`config.mk`:
```
export PLATFORM = sky130hd
export DESIGN_NAME = uart_rx_flat
export DESIGN_NICKNAME = d
export VERILOG_FILES = /design/src/rtl/uart_rx_if.sv /design/src/rtl/uart_rx.sv /design/src/flat_wrapper.sv
export SDC_FILE = /design/constraint.sdc
export NUM_CORES = 1
export LEC_CHECK = 0
export BUFFER_PORTS_ARGS = -buffer_cell sky130_fd_sc_hd__buf_2
export CELL_PAD_IN_SITES_DETAIL_PLACEMENT = 1
export CELL_PAD_IN_SITES_GLOBAL_PLACEMENT = 2
export CORE_ASPECT_RATIO = 0.9
export CORE_MARGIN = 2
export CORE_UTILIZATION = 37
export DETAILED_ROUTE_END_ITERATION = 8
export GPL_TIMING_DRIVEN = 0
export PLACE_DENSITY = 0.88
export SKIP_CTS_REPAIR_TIMING = 1
export SLEW_MARGIN = 20
export SYNTH_ARGS = -nofsm -noshare
export SYNTH_HDL_FRONTEND = slang
export SYNTH_SLANG_ARGS = --single-unit
```
`constraint.sdc`:
```
create_clock -name clk -period 5.1 [get_ports clk]
set_clock_uncertainty 0.2 [all_clocks]
set_input_delay 0.51 -clock clk [delete_from_list [all_inputs] [get_ports clk]]
set_output_delay 0.51 -clock clk [all_outputs]
set_load 0.01 [all_outputs]
```
`src/rtl/uart_rx_if.sv`:
```
// Host-side handshake bundle for the UART receiver.
//   data      : received byte, held stable while valid is high
//   valid     : a byte is waiting in data
//   ack       : host consumes the waiting byte
//   frame_err : single-cycle pulse when a stop bit was sampled low
//   overrun   : sticky, a byte was replaced before the host acked it
//   busy      : a frame is being received
// The receiver uses the master modport; the host uses the slave modport.
interface uart_rx_if;
  logic [7:0] data;
  logic       valid;
  logic       ack;
  logic       frame_err;
  logic       overrun;
  logic       busy;

  modport master (
    output data, valid, frame_err, overrun, busy,
    input  ack
  );

  modport slave (
    input  data, valid, frame_err, overrun, busy,
    output ack
  );
endinterface

```
`src/rtl/uart_rx.sv`:
```
// 8N1 UART receiver.
// Synchronizes the asynchronous serial line, samples each bit at its
// midpoint, checks the stop bit and hands completed bytes to the host
// through a valid/ack holding register.
// Ports:
//   clk   : clock, all logic on the rising edge
//   reset : synchronous, active-high reset
//   rx    : asynchronous serial input, idle high
//   host  : uart_rx_if master (data, valid, ack, frame_err, overrun, busy)
// Parameter:
//   CLKS_PER_BIT : clocks per serial bit (>= 1)
module uart_rx #(
  parameter int CLKS_PER_BIT = 1
) (
  input  logic      clk,
  input  logic      reset,
  input  logic      rx,
  uart_rx_if.master host
);

  // Offset from the start edge to the middle of the start bit.
  localparam int HALF  = (CLKS_PER_BIT - 1) / 2;
  localparam int CNT_W = (CLKS_PER_BIT > 1) ? $clog2(CLKS_PER_BIT) : 1;

  localparam logic [CNT_W-1:0] CNT_FULL = CNT_W'(CLKS_PER_BIT - 1);
  localparam logic [CNT_W-1:0] CNT_HALF = CNT_W'((HALF > 0) ? (HALF - 1) : 0);
  localparam logic [CNT_W-1:0] CNT_ONE  = CNT_W'(1);

  localparam logic [2:0] S_IDLE  = 3'd0;
  localparam logic [2:0] S_START = 3'd1;
  localparam logic [2:0] S_DATA  = 3'd2;
  localparam logic [2:0] S_STOP  = 3'd3;
  localparam logic [2:0] S_BREAK = 3'd4;

  // Two-flop synchronizer, reset to the idle level so reset never looks
  // like a start bit.
  logic sync1_q;
  logic sync2_q;
  logic rx_s;

  always_ff @(posedge clk) begin
    if (reset) begin
      sync1_q <= 1'b1;
      sync2_q <= 1'b1;
    end else begin
      sync1_q <= rx;
      sync2_q <= sync1_q;
    end
  end

  assign rx_s = sync2_q;

  logic [2:0]       state_q, state_d;
  logic [CNT_W-1:0] cnt_q, cnt_d;
  logic [2:0]       bit_idx_q, bit_idx_d;
  logic [7:0]       shift_q, shift_d;
  logic [7:0]       data_q, data_d;
  logic             valid_q, valid_d;
  logic             ferr_q, ferr_d;
  logic             ovr_q, ovr_d;
  logic             byte_done;

  always_comb begin
    state_d   = state_q;
    cnt_d     = cnt_q;
    bit_idx_d = bit_idx_q;
    shift_d   = shift_q;
    data_d    = data_q;
    valid_d   = valid_q;
    ovr_d     = ovr_q;
    ferr_d    = 1'b0;
    byte_done = 1'b0;

    case (state_q)
      S_IDLE: begin
        if (!rx_s) begin
          if (HALF == 0) begin
            // Detection already lands on the start-bit midpoint.
            state_d   = S_DATA;
            cnt_d     = CNT_FULL;
            bit_idx_d = 3'd0;
          end else begin
            state_d = S_START;
            cnt_d   = CNT_HALF;
          end
        end
      end

      S_START: begin
        if (cnt_q != '0) begin
          cnt_d = cnt_q - CNT_ONE;
        end else if (!rx_s) begin
          state_d   = S_DATA;
          cnt_d     = CNT_FULL;
          bit_idx_d = 3'd0;
        end else begin
          // Line went back high before mid-start: treat as a glitch.
          state_d = S_IDLE;
        end
      end

      S_DATA: begin
        if (cnt_q != '0) begin
          cnt_d = cnt_q - CNT_ONE;
        end else begin
          shift_d[bit_idx_q] = rx_s;
          cnt_d              = CNT_FULL;
          if (bit_idx_q == 3'd7) begin
            state_d = S_STOP;
          end else begin
            bit_idx_d = bit_idx_q + 3'd1;
          end
        end
      end

      S_STOP: begin
        if (cnt_q != '0) begin
          cnt_d = cnt_q - CNT_ONE;
        end else if (rx_s) begin
          byte_done = 1'b1;
          state_d   = S_IDLE;
        end else begin
          ferr_d  = 1'b1;
          state_d = S_BREAK;
        end
      end

      S_BREAK: begin
        // Hold off until the line returns high so a long low level is
        // not mistaken for a new start bit.
        if (rx_s) begin
          state_d = S_IDLE;
        end
      end

      default: begin
        state_d = S_IDLE;
      end
    endcase

    // Holding register. A new byte always wins; overrun is only raised
    // when the previous byte was still unacknowledged.
    if (byte_done) begin
      data_d  = shift_q;
      valid_d = 1'b1;
      if (valid_q && !host.ack) begin
        ovr_d = 1'b1;
      end
    end else if (valid_q && host.ack) begin
      valid_d = 1'b0;
      ovr_d   = 1'b0;
    end
  end

  always_ff @(posedge clk) begin
    if (reset) begin
      state_q   <= S_IDLE;
      cnt_q     <= '0;
      bit_idx_q <= 3'd0;
      shift_q   <= 8'h00;
      data_q    <= 8'h00;
      valid_q   <= 1'b0;
      ferr_q    <= 1'b0;
      ovr_q     <= 1'b0;
    end else begin
      state_q   <= state_d;
      cnt_q     <= cnt_d;
      bit_idx_q <= bit_idx_d;
      shift_q   <= shift_d;
      data_q    <= data_d;
      valid_q   <= valid_d;
      ferr_q    <= ferr_d;
      ovr_q     <= ovr_d;
    end
  end

  assign host.data      = data_q;
  assign host.valid     = valid_q;
  assign host.frame_err = ferr_q;
  assign host.overrun   = ovr_q;
  assign host.busy      = (state_q != S_IDLE);

endmodule
```
`src/flat_wrapper.sv`:
```
// flat-port wrapper written by rule: the top's interface ports become plain ports
module uart_rx_flat 
#(
  parameter int CLKS_PER_BIT = 1
)
  (clk, reset, rx, host_data, host_valid, host_frame_err, host_overrun, host_busy, host_ack);
  uart_rx_if host_i ();
  input  logic clk;
  input  logic reset;
  input  logic rx;
  output wire logic [$bits(host_i.data)-1:0] host_data;
  output wire logic [$bits(host_i.valid)-1:0] host_valid;
  output wire logic [$bits(host_i.frame_err)-1:0] host_frame_err;
  output wire logic [$bits(host_i.overrun)-1:0] host_overrun;
  output wire logic [$bits(host_i.busy)-1:0] host_busy;
  input wire logic [$bits(host_i.ack)-1:0] host_ack;
  assign host_data = host_i.data;
  assign host_valid = host_i.valid;
  assign host_frame_err = host_i.frame_err;
  assign host_overrun = host_i.overrun;
  assign host_busy = host_i.busy;
  assign host_i.ack = host_ack;
  uart_rx #(.CLKS_PER_BIT(CLKS_PER_BIT)) u_core (.clk(clk), .reset(reset), .rx(rx), .host(host_i));
endmodule
```
==> results.ini, run 1 <==
[synthesis]
synth.distinct_cells=29
synth.most_common_cell=dfxtp_1
syn_area_per_cell_um2=9.84
synth_xor_area_share_pct=0
async_flop_share_pct=0
netlist.area_leader.share_pct=46.6
yosysTopAreaCell=dfxtp_1
synthMuxAreaShare_pct=7.87
ys_top_cells_by_count=dfxtp_1, nand2_1, nand2b_1
ys_top_cells_by_area=dfxtp_1, nand2_1, mux2i_1
synth_edf_count=0
synth_top_family_by_area=simple AND/OR/NAND/NOR gates
syn-cell-area_um2=1160
synthAdderAreaFrac_pct=2.16
synth-compound-area-share_pct=8.08
synthSimpleGateAreaFrac_pct=30.5
ys_seq_area_share_pct=46.6
ys_seq_elements=27
yosysWarningCount=0
syn_nets=124
ys.flop_type=dfxtp_1
syn_inst=118

[critical_path]
r2r_cells=5
worstPathMaxFanout=10
worstReg2RegEnd=u_core.bit_idx_q[0]
worstSetupEndpointType=output port
crit_type=reg -> out
cp_cell_sequence=buf_6 > or3_1 > buf_2
worst_ep_arrival_time_ps=1320
startpoint=u_core.state_q[0]
r2r_start=u_core.bit_idx_q[0]
required_ps=4390
worstSetupStartpointType=flop
cp_slowest_cell=or3_1
slowest_delay_ps=360
regToRegSetupSlack_ps=3320

[timing]
rsz0062_at_grt=false
timing.slew.headroom_pct=77.6
max_freq_ghz=0.492
slew_violations=0
holdWs_ps=169
setup_viol=0
tightest_slew_ps=327
hold_violations=0
finalCritPeriodShare_pct=39.8
setup_tns_ps=0
min_period_ps=2030

[floorplanning]
pin_count=16
chipWidth_um=63.1
start_util_pct=38.5
dieHeight_um=57.1
fp.dieArea_um2=3600
rows=19
core_um2=3020

[clocking]
clock_sink_count=27
clkLatencyLatePin_ps=320
clock-root-buffer=clkbuf_4
tritoncts=done
clockBufferDepth=2
htree_levels=1
path_clk_slew_ps=130
cts_made_buffers=3

[routing]
drc=0
post_drt_wl_per_cell_um=12.6
num_vias=870
ant_nets=0
vias_per_cell=4.89
drt_iter0_drc=19
drtPass1Iterations=4
routed_wl_um=2230

[cells_and_area]
seq_area_um2=541
stdcell_area_um2=1310
multi_input_area_um2=564
n_antenna_cell=0
area_growth_pct=12.9
fillers=367
postLayoutCoreUtil_pct=43.4
drive_gt1_share_pct=22.8
nets=143

[flow_run]
maxCapViolCount=0

[power_and_ir_drop]
power_mw=0.324
irDropWorstVdd_uv=186
p_leak_nw=0.559
power.density_nw_per_um2=247

[hold_path]
min_to=u_core.sync1_q
whs_path_depth=2
hp-start=rx
hold_path.class=in -> reg

[grt]
grt_max_degree=16
track_usage_pct=13.9
grt_overflow_total=0
grt_pass1_vias=900
grt_antenna_before_repair=0
grt_pass1_wl_um=4000

[placement]
hpwl_um=1690
routabilityCongestion=0.719
io_buffer_count=14
place_area_um2=1280

[run_status]
outcome=complete, no violations

## through the flow
stage,std cells,setup WS [ps]
CTS,178,3040
global placement,174,3380
global route,178,2970
detailed placement,174,3340
floorplan,118,3450
finish,178,3070
## state kept, by name, indices dropped and copies added (netlist names)
signal / flops
u_core.state_q: 3
u_core.host.valid: 1
u_core.host.frame_err: 1
u_core.shift_q: 8
u_core.bit_idx_q: 3
u_core.host.overrun: 1
u_core.sync1_q: 1
u_core.rx_s: 1
u_core.host.data: 8
## cells by family after synthesis
logic type      count (synthesis)
buf+inv                         9
simple gates                   56
flops                          27
compound gates                 15
mux                             9
fa+ha+maj                       2
## critical path, delay by kind of cell (launching register included)
kind                   cells  cell delay (ps)
buffers and inverters      2              290
DFF                        1              350
and+or+nand+nor            1              360
## layout make-up
class | instances | share of cell area (%)
Multi-Input combinational cell | 82 | 43.0
Sequential cell | 27 | 41.2
Timing Repair Buffer | 14 | 5.34
Buffer | 8 | 4.01
Tap cell | 42 | 4.01
Clock buffer | 3 | 1.72
Clock inverter | 1 | 0.382
Inverter | 1 | 0.286
## routing by layer
| layer | wire (um) | vias to the layer above | global-route usage [%] |
|---|---|---|---|
| met4 | 17 | 0 | 2.86 |
| met2 | 1150 | 11 | 24.9 |
| met5 | 0 | - | 0 |
| met3 | 80 | 2 | 4.34 |
| met1 | 989 | 417 | 16.3 |
| li1 | - | 440 | - |
## power breakdown
group	internal, mW	leakage, nW	switching (mW)
combinational	0.00857	0.323	0.00956
clock	0.0294	0.0177	0.0609
sequential	0.213	0.218	0.00252
total	0.251	0.559	0.0730
## cells in the final DEF (no fill, tap or decap), types with 3 or more instances in the layout
cell,synthesis,final
a21oi_1,9,9
mux2i_1,8,8
buf_2,3,17
nor2b_1,3,3
clkbuf_4,0,3
nor3_1,3,3
nand2_1,23,23
dfxtp_1,27,27
a211oi_1,3,3
nand2b_1,11,11
## how the worst max path moves through the flow
| stage | to | slack [ps] | cells past startpoint |
|---|---|---|---|
| after floorplan | u_core.bit_idx_q[0] | 3450 | 5 |
| after global placement | u_core.host.frame_err | 3380 | 4 |
| after detailed placement | u_core.bit_idx_q[0] | 3340 | 5 |
| after CTS | host_busy | 3040 | 3 |
| after global routing | host_busy | 2970 | 3 |
| final | host_busy | 3070 | 3 |
Note: power is estimated with default switching activity, not from simulation.
==> run 2, diff against run 1 <==
CORE_UTILIZATION = 34   (was 37)
PLACE_DENSITY = 0.82   (was 0.88)
clock period = 1.9 ns   (was 5.1 ns; I/O delays follow)
==> run 2 against run 1 <==
Clock-buffer cell count increased by 1; combinational power grew to 2.8 times the previous value; utilization down 3.1 points; register-to-register slack worse by 3200 ps; hold slack got worse by 140 ps; via count shrank 0.69%; final area is 2.3% higher; non-clock buffer count increased by 1; final cell count increased by 1.7%; largest power group unchanged; highest routed layer is now met3.
==> results.ini, run 2 (synthesized netlist as in run 1, its figures left out) <==
[cells_and_area]
stdcell_area_um2=1340
nets=144
fillers=393
drive_gt1_share_pct=21.9
stdcell_count=181
n_antenna_cell=0
area_growth_pct=15.5
layout_commonest_cell=dfxtp_1
mostFrequentLayoutCells=dfxtp_1, nand2_1, buf_2
postLayoutCoreUtil_pct=40.3

[critical_path]
worstSetupEndpointType=flop
worstSetupStartpointType=flop
worstPathMaxFanout=7
required_ps=1860
worst_ep_arrival_time_ps=1740
r2r_start=u_core.bit_idx_q[0]
crit_type=reg -> reg
regToRegSetupSlack_ps=120
worstReg2RegEnd=u_core.bit_idx_q[0]
r2r_cells=5

[clocking]
clockBufferDepth=2
path_clk_slew_ps=90
cts_made_buffers=3
clkLatencyLatePin_ps=270
clock-root-buffer=clkbuf_8
tritoncts=done
htree_levels=1
clock_sink_count=27

[timing]
slew_violations=0
setup_ws_ps=119
finalCritPeriodShare_pct=93.7
setup_viol=0
hold_violations=0
max_freq_ghz=0.562
timing.slew.headroom_pct=76.3
rsz0062_at_grt=false
min_period_ps=1780
holdWs_ps=29.3
setup_tns_ps=0
tightest_slew_ps=346

[flow_run]
maxCapViolCount=0

[power_and_ir_drop]
sw_frac_of_total_pct=21.1
power.density_nw_per_um2=705
pwr-share-seq_pct=61.2
switching_power_mw=0.200
power_mw=0.946
power_frac_clock_pct=33.5
power_frac_comb_pct=5.3
irDropWorstVdd_uv=445
power.internal_mw=0.746
p_leak_nw=0.569

[grt]
grt_antenna_before_repair=0
track_usage_pct=13.6
grt_overflow_total=0
grt_max_degree=15
grt_pass1_wl_um=4040
grt_pass1_vias=893

[placement]
place_area_um2=1290
place_ws_ps=129
place_inst=176
io_buffer_count=14
routabilityCongestion=0.750
hpwl_um=1720

[routing]
drt_iter0_drc=7
vias_per_cell=4.77
drc=0
drtPass1Iterations=2
num_vias=864
routed_wl_um=2320
post_drt_wl_per_cell_um=12.8
ant_nets=0

[hold_path]
min_to=u_core.host.valid
hold_path.class=in -> reg
hp-start=host_ack
whs_path_depth=3

[floorplanning]
fp.dieArea_um2=3900
core_um2=3330
start_util_pct=34.9
chipWidth_um=65.6
pin_count=16
rows=20
dieHeight_um=59.4

[run_status]
outcome=complete, no violations

==> run 2: cell count changes in the layout (fill, tap and decap cells not counted) <==
| cell | previous run | this run |
|---|---|---|
| clkinv_2 | 1 | 0 |
| clkbuf_4 | 3 | 0 |
| clkbuf_1 | 2 | 3 |
| clkbuf_8 | 0 | 3 |
| dlygate4sd3_1 | 0 | 1 |
==> run 2: final cells by class <==
type | instances | area [um^2] | area share (%)
multi-input cells | 82 | 564 | 42.1
flip-flops and latches | 27 | 541 | 40.3
well taps | 44 | 55.1 | 4.10
plain buffers | 8 | 52.6 | 3.92
repair buffers | 15 | 80.1 | 5.97
clock buffers | 4 | 45.0 | 3.36
inverters | 1 | 3.75 | 0.280
==> run 2: how the worst max path moves through the flow <==
stage | endpoint | depth (start not counted) | slack [ps] | startpoint
3_5_place_dp | u_core.bit_idx_q[0] | 5 | 130 | u_core.bit_idx_q[0]
4_1_cts | u_core.bit_idx_q[0] | 5 | 120 | u_core.bit_idx_q[0]
2_1_floorplan | u_core.bit_idx_q[0] | 5 | 250 | u_core.bit_idx_q[0]
6_report | u_core.bit_idx_q[0] | 5 | 120 | u_core.bit_idx_q[0]
3_3_place_gp | u_core.bit_idx_q[0] | 5 | 180 | u_core.bit_idx_q[0]
5_1_grt | u_core.bit_idx_q[0] | 5 | 20 | u_core.bit_idx_q[1]
==> run 2: power groups by stage <==
stage               sequential [mW]  clock, mW  combinational, mW
detailed placement            0.592          0             0.0498
finish                        0.578      0.317             0.0505
global placement              0.592          0             0.0476
global route                  0.580      0.350             0.0571
floorplan                     0.590          0             0.0377
CTS                           0.579      0.330             0.0500
==> run 2: critical path: stages (launching register included) <==
cell	delay (ps)
dfxtp_1	380
ha_1	220
ha_1	260
nor4b_4	220
nor3_1	110
mux2_2	290
==> run 2: layer usage <==
metal / up-vias / GRT usage [%] / routed length (um)
li1: 444 / - / -
met1: 404 / 16.1 / 1050
met2: 16 / 24.5 / 1180
met3: 0 / 4.75 / 94
met4: 0 / 1.79 / 0
met5: - / 0 / 0
==> run 3, diff against run 2 <==
CORE_UTILIZATION = 36   (was 34)
CTS_BUF_LIST = sky130_fd_sc_hd__clkbuf_8   (was default)
PLACE_DENSITY = 0.86   (was 0.82)
==> run 3 against run 2 <==
Non-clock buffer count did not move; sequential share of layout area increased by 0.076 points; clock-buffer cell count fell by 1; global-route usage grew 0.099 points; utilization is 3.4 points higher; sequential power barely moved; combinational power is essentially flat; first-iteration DRC count grew 100%; routed wire length decreased by 2.2%; critical path depth unchanged; setup slack improved by 11 ps; clock power fell by 3%; critical endpoint unchanged; largest cell class unchanged; largest power group unchanged.
==> results.ini, run 3 (synthesized netlist as in run 1, its figures left out) <==
[floorplanning]
core_um2=3070
fp.dieArea_um2=3700
chipWidth_um=63.9
start_util_pct=37.9
rows=19
dieHeight_um=57.9
pin_count=16

[run_status]
outcome=complete, no violations

[timing]
setup_tns_ps=0
setup_viol=0
hold_violations=0
slew_violations=0
tightest_slew_ps=352
timing.slew.headroom_pct=76.6
min_period_ps=1770
rsz0062_at_grt=false
finalCritPeriodShare_pct=93.1
max_freq_ghz=0.565

[grt]
grt_pass1_wl_um=3950
grt_antenna_before_repair=0
grt_overflow_total=0
grt_pass1_vias=903
track_usage_pct=13.7
grt_max_degree=15

[clocking]
htree_levels=1
clock-root-buffer=clkbuf_8
path_clk_slew_ps=80
tritoncts=done
cts_made_buffers=3
clockBufferDepth=2
clock_sink_count=27
clkLatencyLatePin_ps=260

[power_and_ir_drop]
power.density_nw_per_um2=699
irDropWorstVdd_uv=571
p_leak_nw=0.573

[critical_path]
required_ps=1860
worstSetupStartpointType=flop
worst_ep_arrival_time_ps=1730
crit_type=reg -> reg
worstPathMaxFanout=7
worstSetupEndpointType=flop

[routing]
drt_iter0_drc=14
post_drt_wl_per_cell_um=12.6
drc=0
vias_per_cell=4.82
num_vias=862
routed_wl_um=2260
ant_nets=0
drtPass1Iterations=4

[cells_and_area]
nets=144
drive_gt1_share_pct=21.9
area_growth_pct=15.3
n_antenna_cell=0
layout_commonest_cell=dfxtp_1
postLayoutCoreUtil_pct=43.7
mostFrequentLayoutCells=dfxtp_1, nand2_1, buf_2

[placement]
hpwl_um=1650
io_buffer_count=14
routabilityCongestion=0.695

[hold_path]
hold_path.class=in -> reg

[flow_run]
maxCapViolCount=0

run 3: changes by cell type in the layout (fill, tap and decap cells not counted), sizes merged:
cell and change:
clkbuf -1, inv +1
run 3: critical path, stage by stage (launching register included):
cell and delay, ps:
dfxtp_1 380, ha_1 230, ha_1 250, nor4b_4 210, nor3_1 100, mux2_2 280
run 3: final cells by class:
class,instances,area [um^2]
fill,354,1730
buffer,8,52.6
inverter,1,3.75
timing repair buffer,15,80.1
multi-input combinational,82,564
tap,42,52.6
sequential,27,541
clock buffer,3,41.3
clock inverter,1,3.75
run 3: routing by layer:
| layer | track usage [%] | vias to the layer above | routed length (um) |
|---|---|---|---|
| met5 | 0 | - | 0 |
| met4 | 3.73 | 0 | 17 |
| met3 | 4.08 | 2 | 74 |
| met2 | 24.9 | 12 | 1150 |
| met1 | 15.7 | 406 | 1030 |
| li1 | - | 442 | - |
run 3: power by group:
part	leakage [nW]	internal (mW)	total (mW)	switching, mW
clock network	0.0269	0.144	0.306	0.162
registers	0.218	0.572	0.579	0.00690
logic	0.328	0.0244	0.0507	0.0263
run 3: path summary, 6_finish.rpt:
| kind | endpoint | cells past startpoint | slack, ps | from |
|---|---|---|---|---|
| worst max-delay path | u_core.bit_idx_q[0] | 5 | 130 | u_core.bit_idx_q[0] |
| worst max register to register | u_core.bit_idx_q[0] | 5 | 130 | u_core.bit_idx_q[0] |
| worst min register to register | u_core.rx_s | 1 | 220 | u_core.sync1_q |
| worst min-delay path | u_core.host.valid | 3 | 60 | host_ack |
run 3: stage by stage:
step | instances | power (mW) | area [um^2] | hold WS (ps) | setup slack [ps]
3_5_place_dp | 174 | 0.642 | 1280 | 179 | 133
5_1_grt | 179 | 0.982 | 1340 | 57.1 | 10.3
3_3_place_gp | 174 | 0.639 | 1280 | 174 | 182
4_1_cts | 178 | 0.951 | 1330 | -103 | 117
6_report | 179 | 0.936 | 1340 | 55.4 | 130
2_1_floorplan | 118 | 0.628 | 1160 | 93.8 | 254
